===== config.mk =====
export PLATFORM = sky130hd
export DESIGN_NAME = line_scanout_flat
export DESIGN_NICKNAME = d
export VERILOG_FILES = /design/src/rtl/line_scanout_pkg.sv /design/src/rtl/line_scanout_if.sv /design/src/rtl/line_scanout.sv /design/src/flat_wrapper.sv
export SDC_FILE = /design/constraint.sdc
export NUM_CORES = 1
export LEC_CHECK = 0
export ABC_AREA = 0
export CAP_MARGIN = 5
export CORE_MARGIN = 5
export CORE_UTILIZATION = 35
export CTS_BUF_LIST = sky130_fd_sc_hd__clkbuf_8 sky130_fd_sc_hd__clkbuf_16
export DETAILED_ROUTE_END_ITERATION = 8
export GPL_TIMING_DRIVEN = 0
export HOLD_SLACK_MARGIN = 0.03
export SETUP_SLACK_MARGIN = 0.3
export SYNTH_ARGS = -nofsm -noshare
export SYNTH_HDL_FRONTEND = slang
export SYNTH_SLANG_ARGS = --single-unit

===== constraint.sdc =====
create_clock -name clk_i -period 1.95 [get_ports clk_i]
set_clock_uncertainty 0.1 [all_clocks]
set_input_delay 0.39 -clock clk_i [delete_from_list [all_inputs] [get_ports clk_i]]
set_output_delay 0.39 -clock clk_i [all_outputs]
set_load 0.01 [all_outputs]

===== src/rtl/line_scanout_pkg.sv =====
// Shared constants and types for the line buffer scan-out path.
package line_scanout_pkg;

  // Each ping-pong bank holds 2**LB_BANK_BITS pixels; the top address bit picks the bank.
  localparam int unsigned LB_BANK_BITS = 9;
  localparam int unsigned LB_ADDR_W    = LB_BANK_BITS + 1;
  localparam int unsigned PIXEL_W      = 8;

  typedef logic [PIXEL_W-1:0] pixel_t;

  typedef enum logic [1:0] {
    StIdle,
    StActive,
    StDrain
  } scan_state_e;

endpackage


===== src/rtl/line_scanout_if.sv =====
// Signal bundle between the scan-out block and its surroundings: timing generator,
// renderer handshake, line buffer read port and the pixel stream to the colour stage.
interface line_scanout_if
  import line_scanout_pkg::*;
#(
  parameter int unsigned DATA_WIDTH = 8
);

  logic                  line_start;
  logic                  fill_done;
  logic [LB_ADDR_W-1:0]  rd_addr;
  logic [DATA_WIDTH-1:0] rd_data;
  logic [DATA_WIDTH-1:0] pixel;
  logic                  pixel_valid;
  logic                  line_done;
  logic                  underrun;
  logic                  write_bank;

  // Scan-out block side.
  modport master (
    input  line_start,
    input  fill_done,
    input  rd_data,
    output rd_addr,
    output pixel,
    output pixel_valid,
    output line_done,
    output underrun,
    output write_bank
  );

  // Environment side: timing generator, renderer and line buffer.
  modport slave (
    output line_start,
    output fill_done,
    output rd_data,
    input  rd_addr,
    input  pixel,
    input  pixel_valid,
    input  line_done,
    input  underrun,
    input  write_bank
  );

endinterface


===== src/rtl/line_scanout.sv =====
// Read-side controller for the ping-pong line buffer: swaps banks at line start when
// the renderer has finished a bank, then scans the read bank out one pixel per clock
// with 2**SCALE_SHIFT horizontal pixel repeat.
module line_scanout
  import line_scanout_pkg::*;
#(
  parameter int unsigned DATA_WIDTH  = 8,
  parameter int unsigned H_ACTIVE    = 640,
  parameter int unsigned SCALE_SHIFT = 1
) (
  input  logic           clk_i,
  input  logic           rst_i,
  line_scanout_if.master bus
);

  localparam int unsigned CntW = (H_ACTIVE > 2) ? $clog2(H_ACTIVE) : 1;
  localparam logic [CntW-1:0] CntLast = CntW'(H_ACTIVE - 1);

  if ((H_ACTIVE >> SCALE_SHIFT) > (1 << LB_BANK_BITS)) begin : g_param_check
    $error("line_scanout: H_ACTIVE >> SCALE_SHIFT does not fit in one bank");
  end

  scan_state_e           state_q;
  // Clocks spent in the current state; the low SCALE_SHIFT bits act as the repeat count
  // and the remaining bits as the source pixel index.
  logic [CntW-1:0]       cnt_q;
  logic                  rd_bank_q;
  logic                  pending_q;
  logic                  act_d1_q;
  logic                  pixel_valid_q;
  logic                  line_done_q;
  logic                  underrun_q;
  logic                  write_bank_q;
  logic [DATA_WIDTH-1:0] pixel_q;
  logic                  swap;

  // A fill_done arriving in the same clock as line_start still counts as a fresh bank.
  assign swap = pending_q | bus.fill_done;

  // Scan FSM, bank ownership and the RAM/output-register pipeline.
  always_ff @(posedge clk_i) begin
    if (rst_i) begin
      state_q       <= StIdle;
      cnt_q         <= '0;
      rd_bank_q     <= 1'b0;
      pending_q     <= 1'b0;
      act_d1_q      <= 1'b0;
      pixel_valid_q <= 1'b0;
      line_done_q   <= 1'b0;
      underrun_q    <= 1'b0;
      write_bank_q  <= 1'b1;
      pixel_q       <= '0;
    end else begin
      underrun_q    <= 1'b0;
      // act_d1_q marks the clock in which rd_data carries an active pixel.
      act_d1_q      <= (state_q == StActive);
      pixel_valid_q <= act_d1_q;
      pixel_q       <= act_d1_q ? bus.rd_data : '0;
      // Falling edge of the valid window.
      line_done_q   <= pixel_valid_q & ~act_d1_q;
      if (bus.fill_done) begin
        pending_q <= 1'b1;
      end
      unique case (state_q)
        StIdle: begin
          cnt_q <= '0;
          if (bus.line_start) begin
            state_q <= StActive;
            if (swap) begin
              rd_bank_q    <= ~rd_bank_q;
              write_bank_q <= rd_bank_q;
              pending_q    <= 1'b0;
            end else begin
              underrun_q <= 1'b1;
            end
          end
        end
        StActive: begin
          if (cnt_q == CntLast) begin
            state_q <= StDrain;
            cnt_q   <= '0;
          end else begin
            cnt_q <= cnt_q + CntW'(1);
          end
        end
        StDrain: begin
          if (cnt_q == CntW'(1)) begin
            state_q <= StIdle;
            cnt_q   <= '0;
          end else begin
            cnt_q <= cnt_q + CntW'(1);
          end
        end
        default: begin
          state_q <= StIdle;
          cnt_q   <= '0;
        end
      endcase
    end
  end

  assign bus.rd_addr     = {rd_bank_q, LB_BANK_BITS'(cnt_q >> SCALE_SHIFT)};
  assign bus.pixel       = pixel_q;
  assign bus.pixel_valid = pixel_valid_q;
  assign bus.line_done   = line_done_q;
  assign bus.underrun    = underrun_q;
  assign bus.write_bank  = write_bank_q;

endmodule

===== src/flat_wrapper.sv =====
// flat-port wrapper written by rule: the top's interface ports become plain ports
module line_scanout_flat import line_scanout_pkg::*;
#(
  parameter int unsigned DATA_WIDTH  = 8,
  parameter int unsigned H_ACTIVE    = 640,
  parameter int unsigned SCALE_SHIFT = 1
)
  (clk_i, rst_i, bus_line_start, bus_fill_done, bus_rd_data, bus_rd_addr, bus_pixel, bus_pixel_valid, bus_line_done, bus_underrun, bus_write_bank);
  line_scanout_if #(.DATA_WIDTH(DATA_WIDTH)) bus_i ();
  input  logic clk_i;
  input  logic rst_i;
  input wire logic [$bits(bus_i.line_start)-1:0] bus_line_start;
  input wire logic [$bits(bus_i.fill_done)-1:0] bus_fill_done;
  input wire logic [$bits(bus_i.rd_data)-1:0] bus_rd_data;
  output wire logic [$bits(bus_i.rd_addr)-1:0] bus_rd_addr;
  output wire logic [$bits(bus_i.pixel)-1:0] bus_pixel;
  output wire logic [$bits(bus_i.pixel_valid)-1:0] bus_pixel_valid;
  output wire logic [$bits(bus_i.line_done)-1:0] bus_line_done;
  output wire logic [$bits(bus_i.underrun)-1:0] bus_underrun;
  output wire logic [$bits(bus_i.write_bank)-1:0] bus_write_bank;
  assign bus_i.line_start = bus_line_start;
  assign bus_i.fill_done = bus_fill_done;
  assign bus_i.rd_data = bus_rd_data;
  assign bus_rd_addr = bus_i.rd_addr;
  assign bus_pixel = bus_i.pixel;
  assign bus_pixel_valid = bus_i.pixel_valid;
  assign bus_line_done = bus_i.line_done;
  assign bus_underrun = bus_i.underrun;
  assign bus_write_bank = bus_i.write_bank;
  line_scanout #(.DATA_WIDTH(DATA_WIDTH), .H_ACTIVE(H_ACTIVE), .SCALE_SHIFT(SCALE_SHIFT)) u_core (.clk_i(clk_i), .rst_i(rst_i), .bus(bus_i));
endmodule

== Yosys cells after proc, flatten, opt, wreduce, memory -nomap -nowiden ==
Index checks and enable logic that the tools add are counted.

* Register bits: 27
* Input port bits: 12
* Output and inout bits: 22

* Add/subtract/negate cells: 1
* Eq/ne operators: 7
* Mux-type cells: 12
* Bitwise logic cells: 6
* Reduce and logical (&&, ||, !) cells: 5

{| class="wikitable"
|+ Operators by type and width
! operator !! number
|-
| $mux 10 || 2
|-
| $pmux 10 s2 || 1
|-
| $add 10x1->10 const B || 1
|-
| $eq 10x1->1 const B || 1
|-
| $eq 10x10->1 const B || 1
|-
| $mux 2 || 3
|-
| $pmux 2 s3 || 1
|-
| $reduce_and 3->1 || 2
|-
| $mux 1 || 5
|-
| $ne 2x2->1 const B || 2
|-
| $not 1->1 || 4
|-
| $reduce_or 3->1 || 1
|-
| $eq 2x1->1 const B || 1
|-
| $eq 2x2->1 const B || 1
|-
| $logic_not 2->1 || 1
|-
| $ne 2x1->1 const B || 1
|-
| $reduce_or 2->1 || 1
|-
| $and 1x1->1 || 1
|-
| $or 1x1->1 || 1
|}

== Longest topological paths before layout ==
Gate-level depths: netlist of run 1.

* Depth after elaboration: 4
* Depth in mapped cells: 6

== Least setup slack after synthesis of run 1 ==
Ideal clock, no wire load.

* Path type: reg2reg
* Start: reg u_core.cnt_q[0]
* End: reg u_core.state_q[0]
* Data arrival time: 1,479 ps
* Data required time: 1,763 ps
* Slack: 284 ps
* Cell stages (with the launch flop): 6
* Path buffers: 0
* Period minus slack after synthesis: 1,666 ps
* Cells stage by stage: dfxtp_1 -> ha_1 -> and4_1 -> a41oi_2 -> or4_1 -> o31ai_1

* Longest elaborated chain between the ends: 3

{| class="wikitable"
|+ Ends and longest elaborated chain
! what !! line !! source
|-
| start, declared || line_scanout.sv:26 || <nowiki>logic [CntW-1:0] cnt_q;</nowiki>
|-
| start signal, assigned || line_scanout.sv:83 || <nowiki>cnt_q <= cnt_q + CntW'(1);</nowiki>
|-
| start signal, assigned || line_scanout.sv:91 || <nowiki>cnt_q <= cnt_q + CntW'(1);</nowiki>
|-
| $eq 10x10->1 / $eq 10x1->1 (equally long branches) || line_scanout.sv:79, line_scanout.sv:87 ||
|-
| $ne 2x2->1 (no line) / $ne 2x1->1 (equally long branches) || - ||
|-
| $reduce_and 3->1 (no line) * || - ||
|-
| end signal, assigned || line_scanout.sv:80 || <nowiki>state_q <= StDrain;</nowiki>
|-
| end signal, assigned || line_scanout.sv:88 || <nowiki>state_q <= StIdle;</nowiki>
|-
| end signal, assigned || line_scanout.sv:95 || <nowiki>state_q <= StIdle;</nowiki>
|-
| end, declared || line_scanout.sv:23 || <nowiki>scan_state_e state_q;</nowiki>
|}

Every way passes the cells marked *; elsewhere a longest branch is shown, timed or not.
A chain may end at the register's enable or synchronous reset.

== Worst setup path after layout of run 1 ==
* Start: reg u_core.cnt_q[1]
* End: reg u_core.state_q[0]

The elaborated chain is that of the path after synthesis.

==> summary.txt, run 1 <==
Floorplanning
  – I/O Pins: 34
  – Die Ht: 66.76 µm
  – Row count: 20
  – Die Area: 0.004456 mm²
  – Die Wd: 66.76 µm
  – Core area: 0.003078 mm²
  – Starting density of the core: 36.63%

Route
  – Wire per inst: 11.39 µm
  – Antenna Nets Post-Route: 0
  – Vias per inst: 4.436
  – Number of DRC markers in iteration 0: 19
  – Vias post-DR: 905
  – DRC: 0
  – Drt pass-1 iters: 4
  – WL final: 2324 µm

Clock network
  – Max H-tree Level: 1
  – Clock Tree Buf Depth: 2
  – Sink Count: 27
  – Skew-Pair Late Insertion Delay: 0.27 ns
  – CTS tree: done
  – CTS clock-pin slew for the worst setup and hold paths: 0.09 ns
  – CTS Root Cell: clkbuf_8
  – CTS buffer count: 3

Pwr
  – Pwr Total: 0.001345 W
  – Pwr dens: 769.9 mW/mm²
  – Sw Share: 29.57%
  – VDD IR max: 0.4990 mV
  – Clock power frac: 22.4%
  – Internal power: 0.0009471 W
  – Sequential Power Share: 47.4%
  – Leak: 0.9276 nW
  – Comb power frac: 30.2%
  – Net Sw Power: 0.0003976 W

Place
  – Final Wtd Congestion: 0.6938
  – IO Port Bufs: 32
  – Placed Area: 0.001510 mm²
  – DPL Wire Length: 1626 µm

STA
  – Hold_ws: 0.3330 ns
  – Fin. max-slew vios: 0
  – Post-layout min period: 1.635 ns
  – Setup TNS: 0 ns
  – Final Setup Violations: 0
  – Max Freq: 611.5 MHz
  – Period Utilization, post-route: 83.87%
  – Fin. Hold Viols: 0
  – Worst-margin pin slew: 0.3925 ns
  – RSZ-0062 raised after global routing: true
  – Worst slew margin: 73.83%

Final layout
  – Diode count: 0
  – Net count, final: 179
  – # fillers: 273
  – Most frequent cells in the layout: buf_4 (19), dfxtp_1 (16), nor2_1 (13)
  – Commonest non-fill, non-tap cell in the layout: buf_4
  – Final instance area: 0.001747 mm²
  – Area growth from synthesis to layout: 54.94%
  – Fraction of layout cells with a size suffix above 1: 28.13%

Logic synthesis
  – Synthesized flop and latch total: 27
  – Top post-synthesis cells by area: dfxtp_1 (48%), buf_4 (6.7%), ha_1 (6.7%)
  – Cell variety after synth: 29
  – Yosys warns: 0
  – Post-Syn Nets: 133
  – Main synth FF type: dfxtp_1
  – Async SR Flop Fraction: 0%
  – Yosys top cell area share: 47.95%
  – Cells after synthesis: 115
  – Cell area after synthesis: 0.001127 mm²
  – Syn_area_per_cell: 9.803 µm²
  – Synth area leader: dfxtp_1
  – Post-synthesis sequential area ratio: 47.95%
  – Number of synthesized flops with an enable pin: 0

Global route
  – First-pass GRT wire length: 3850 µm
  – Initial antenna violation count: 0
  – All-Layer GR Usage: 11.39%
  – Largest net degree at the start of global routing: 15
  – Vias in the first global route: 879
  – Grt total ovfl: 0

Setup path
  – Crit. End Element: register
  – Setup Crit Path Kind: register to register
  – Crit path to: u_core.state_q[0]
  – Setup slack, reg-to-reg: 0.31 ns
  – Worst r2r src: u_core.cnt_q[1]
  – Worst Setup SP: u_core.cnt_q[1]
  – Crit path arrival time: 1.72 ns
  – CP Data Required Time: 2.03 ns
  – R2R depth: 5
  – R2r endpoint: u_core.state_q[0]
  – Worst Path Max Fanout: 5
  – Crit start category: register

Outcome
  – Status: completed

Run
  – MaxCap Viol Count: 0

Hold path
  – Class of the worst hold path: register to register
[state kept, by name, indices dropped and copies added (netlist names)]
signal                  count
u_core.act_d1_q             1
u_core.bus.pixel_valid      1
u_core.rd_bank_q            1
u_core.pending_q            1
u_core.bus.write_bank       1
u_core.cnt_q               10
u_core.state_q              2
u_core.bus.line_done        1
u_core.bus.underrun         1
u_core.bus.pixel            8
[power by group through the flow]
stage | Clock [W] | Combinational (W) | Sequential [W]
floorplan | 0 | 0.000215 | 0.000658
global placement | 0 | 0.000337 | 0.000651
detailed placement | 0 | 0.000345 | 0.000655
CTS | 0.000314 | 0.000373 | 0.000638
global route | 0.000343 | 0.000449 | 0.000645
finish | 0.000302 | 0.000406 | 0.000637
[per-stage QoR]
stage	instances	setup slack, ns	util [%]
global placement	191	0.2335	49.07
floorplan	115	0.3314	-
detailed placement	191	0.2169	49.07
CTS	200	0.2165	54.15
finish	204	0.3146	56.75
global route	204	0.2588	56.75
[routing by layer]
| metal | vias to the layer above | global-route usage (%) | routed length, µm | share of wire, % |
|---|---|---|---|---|
| met1 | 414 | 12.37 | 949 | 41 |
| met3 | 5 | 5.228 | 185 | 8.0 |
| met4 | 0 | 5.076 | 43 | 1.9 |
| li1 | 459 | - | - | - |
| met5 | - | 0 | 0 | 0 |
| met2 | 27 | 18.81 | 1146 | 49 |
[worst min path at each step]
stage | startpoint | endpoint | slack (ns) | cells after the start
final | u_core.pending_q | u_core.bus.underrun | 0.33 | 1
after global routing | u_core.act_d1_q | u_core.bus.line_done | 0.36 | 1
after CTS | u_core.pending_q | u_core.bus.underrun | 0.34 | 1
after detailed placement | u_core.act_d1_q | u_core.bus.line_done | 0.32 | 1
after global placement | u_core.act_d1_q | u_core.bus.line_done | 0.31 | 1
after floorplan | u_core.act_d1_q | u_core.bus.line_done | 0.29 | 1
[repair_timing]
| action | in CTS | in global routing |
|---|---|---|
| resized for setup | 35 | 17 |
| pin swaps | 4 | 5 |
| setup endpoints to repair | 23 | 22 |
| endpoints found under the hold margin | 0 | 0 |
| setup buffers | 5 | 4 |
| hold buffers | 0 | 0 |
[kinds of logic (layout without fill, tap and decap cells)]
kind of cell,count (synthesis),in the layout,synth area share [%]
AND/OR/NAND/NOR,47,47,22.75
flip-flops,27,27,47.95
buffers and inverters,18,63,9.323
XOR/XNOR,9,9,6.992
AO/OA/AOI/OAI,8,8,6.327
adder cells (fa/ha/maj),6,6,6.659
[cell usage after synthesis (all sizes together) (3+ instances only)]
| library cell | number |
|---|---|
| dfxtp | 27 |
| nor2 | 14 |
| buf | 10 |
| and2 | 9 |
| ha | 6 |
| inv | 6 |
| nand2 | 5 |
| xor2 | 5 |
| nor2b | 4 |
| xnor2 | 4 |
| nand3 | 3 |
[worst max-delay path, stage by stage, from the launching register on]
cell and delay (ns):
dfxtp_4 0.39, ha_4 0.13, and4_4 0.22, a41oi_4 0.09, or4_1 0.54, o31ai_1 0.08
[layout make-up]
cell class | count | area [µm²] | area share (%)
clock buffers | 3 | 41.29 | 2.364
flip-flops and latches | 27 | 574.3 | 32.88
clock inverters | 1 | 3.754 | 0.2149
inverters | 6 | 22.52 | 1.289
multi-input cells | 70 | 565.5 | 32.38
well taps | 44 | 55.05 | 3.152
plain buffers | 12 | 82.58 | 4.728
repair buffers | 41 | 401.6 | 22.99
No activity file was read; power rests on OpenSTA's default activity.
==> run 2: changes to the inputs <==
==> constraint.sdc (replaced) <==
create_clock -name clk_i -period 1.36 [get_ports clk_i]
set_clock_uncertainty 0.1 [all_clocks]
set_input_delay 0.272 -clock clk_i [delete_from_list [all_inputs] [get_ports clk_i]]
set_output_delay 0.272 -clock clk_i [all_outputs]
set_load 0.01 [all_outputs]
==> summary.txt, run 2 (synthesis gave the netlist of run 1 again) <==
Outcome
  – Status: finished, violations left
  – Failing checks: negative setup slack

Clock network
  – Sink Count: 27 (unchanged)
  – Max H-tree Level: 1 (unchanged)
  – CTS Root Cell: clkbuf_8
  – CTS tree: done
  – Post-CTS Hold Fix Bufs: 0 (unchanged)
  – Skew-Pair Late Insertion Delay: 0.27 ns (about the same)
  – CTS clock-pin slew for the worst setup and hold paths: 0.09 ns (about the same)
  – CTS buffer count: 3 (unchanged)
  – Clock Tree Buf Depth: 2 (unchanged)

Final layout
  – Area growth from synthesis to layout: 79.69%
  – Most flop-heavy register: u_core.cnt_q
  – Diode count: 0 (unchanged)
  – Commonest non-fill, non-tap cell in the layout: buf_6
  – Final instance area: 0.002026 mm² (+16%)
  – Max FFs per register: 10 (unchanged)
  – Most frequent cells in the layout: buf_6 (35), buf_4 (17), dfxtp_2 (11)
  – Net count, final: 196 (+9.5%)
  – Fraction of layout cells with a size suffix above 1: 63.28% (+35 points)
  – # fillers: 247 (-9.5%)

STA
  – Fin. Hold Viols: 0 (unchanged)
  – Post-layout min period: 1.656 ns (+0.02028 ns)
  – Hold_ws: 0.2112 ns (-0.1218 ns)
  – Worst slew margin: 74.55% (+0.72 points)
  – Final Setup Violations: 13 (+13)
  – Worst-margin pin slew: 0.3804 ns (-0.01215 ns)
  – Period Utilization, post-route: 121.7% (+38 points)
  – Final setup margin: -0.2957 ns (-0.6103 ns)
  – Setup TNS: -2.756 ns (-2.756 ns)
  – RSZ-0062 raised after global routing: true
  – Fin. max-slew vios: 0 (unchanged)
  – Max Freq: 604.0 MHz (-1.2%)

Pwr
  – Net Sw Power: 0.0006984 W (+76%)
  – Sw Share: 31.46% (+1.9 points)
  – Internal power: 0.001522 W (+61%)
  – Pwr dens: 1096 mW/mm² (+42%)
  – Clock power frac: 20.2% (-2.2 points)
  – Leak: 0.8731 nW (-5.9%)
  – VDD IR max: 0.5148 mV (+3.2%)
  – Pwr Total: 0.002220 W (+65%)
  – Comb power frac: 37.4% (+7.2 points)
  – Sequential Power Share: 42.3% (-5.1 points)

Setup path
  – R2R depth: 5 (unchanged)
  – Setup slack, reg-to-reg: -0.30 ns (-0.61 ns)
  – CP Data Required Time: 1.43 ns (-0.60 ns)
  – Worst Path Max Fanout: 5 (unchanged)
  – R2r endpoint: u_core.state_q[1]
  – Worst r2r src: u_core.cnt_q[9]
  – Crit. End Element: register
  – Setup Crit Path Kind: register to register
  – Crit start category: register
  – Crit path arrival time: 1.72 ns (about the same)

Place
  – Final Wtd Congestion: 0.6733 (-3.0%)
  – DPL Wire Length: 1743 µm (+7.2%)
  – IO Port Bufs: 32 (unchanged)
  – Placed Area: 0.001553 mm² (+2.8%)

Run
  – MaxCap Viol Count: 0 (unchanged)

Route
  – DRC: 0 (unchanged)
  – WL final: 2815 µm (+21%)
  – Vias per inst: 4.538 (+2.3%)
  – Vias post-DR: 1003 (+11%)
  – Wire per inst: 12.74 µm (+12%)
  – Number of DRC markers in iteration 0: 20 (+1)
  – Antenna Nets Post-Route: 0 (unchanged)
  – Drt pass-1 iters: 4 (unchanged)

Floorplanning
  – Starting density of the core: 36.63% (unchanged)
  – Die Wd: 66.76 µm (unchanged)
  – Row count: 20 (unchanged)
  – Die Ht: 66.76 µm (unchanged)
  – I/O Pins: 34 (unchanged)
  – Die Area: 0.004456 mm² (unchanged)
  – Core area: 0.003078 mm² (unchanged)

Global route
  – First-pass GRT wire length: 4567 µm (+19%)
  – All-Layer GR Usage: 13.39% (+2.0 points)
  – Largest net degree at the start of global routing: 16 (+1)
  – Initial antenna violation count: 0 (unchanged)
  – Grt total ovfl: 0 (unchanged)
  – Vias in the first global route: 1072 (+22%)

Hold path
  – Hold wc startpoint: rst_i
  – WHS Path Cells: 2 (+1)
  – Worst Hold Path EP: u_core.rd_bank_q
  – Class of the worst hold path: input port to register
[run 2: worst max path at each step]
| stage | start | to | slack (ns) | depth (start not counted) |
|---|---|---|---|---|
| floorplan | u_core.cnt_q[0] | u_core.state_q[0] | -0.21 | 5 |
| global placement | u_core.cnt_q[1] | u_core.cnt_q[2] | -0.31 | 6 |
| detailed placement | bus_line_start | u_core.state_q[0] | -0.35 | 4 |
| CTS | u_core.cnt_q[1] | u_core.state_q[0] | -0.29 | 5 |
| global route | u_core.cnt_q[9] | u_core.state_q[1] | -0.36 | 5 |
| finish | u_core.cnt_q[9] | u_core.state_q[1] | -0.30 | 5 |
[run 2: power by group through the flow]
stage	sequential, W	combinational, W	clock (W)
after global routing	0.000952	0.000911	0.000506
after detailed placement	0.000952	0.000577	0
after global placement	0.000945	0.000550	0
after CTS	0.000926	0.000700	0.000468
final	0.000940	0.000831	0.000449
after floorplan	0.000955	0.000368	0
[run 2: critical path, cell delays in order (launching register included)]
cell     delay, ns
dfxtp_4       0.35
buf_6         0.13
nor4_4        0.29
a31oi_4       0.17
or3_1         0.39
o211a_1       0.13
[run 2: layer usage]
layer	GRT usage [%]	wire, µm	vias to the layer above
li1	-	-	492
met2	25.00	1451	26
met3	4.216	136	8
met5	0	0	-
met1	13.70	1158	477
met4	5.076	70	0
[run 2: metrics by stage]
step / util, % / cells / setup WS [ns]
finish: 65.81 / 221 / -0.2957
global route: 65.81 / 221 / -0.3625
CTS: 60.65 / 218 / -0.2905
detailed placement: 50.45 / 191 / -0.3496
global placement: 50.45 / 191 / -0.3143
floorplan: - / 115 / -0.2118
[run 2: layout make-up]
class | count | area (µm²) | area share, %
Tap cell | 44 | 55.05 | 2.718
Clock inverter | 1 | 5.005 | 0.2471
Buffer | 12 | 122.6 | 6.053
Timing Repair Buffer | 58 | 539.3 | 26.62
Inverter | 6 | 30.03 | 1.482
Sequential cell | 27 | 584.3 | 28.84
Multi-Input combinational cell | 70 | 648.1 | 32.00
Clock buffer | 3 | 41.29 | 2.038
[run 2: what timing repair did]
| action | CTS | global route |
|---|---|---|
| gates resized for setup | 137 | 36 |
| pin swaps | 6 | 6 |
| buffers inserted | 23 | 3 |
| endpoints found under the setup margin | 36 | 46 |
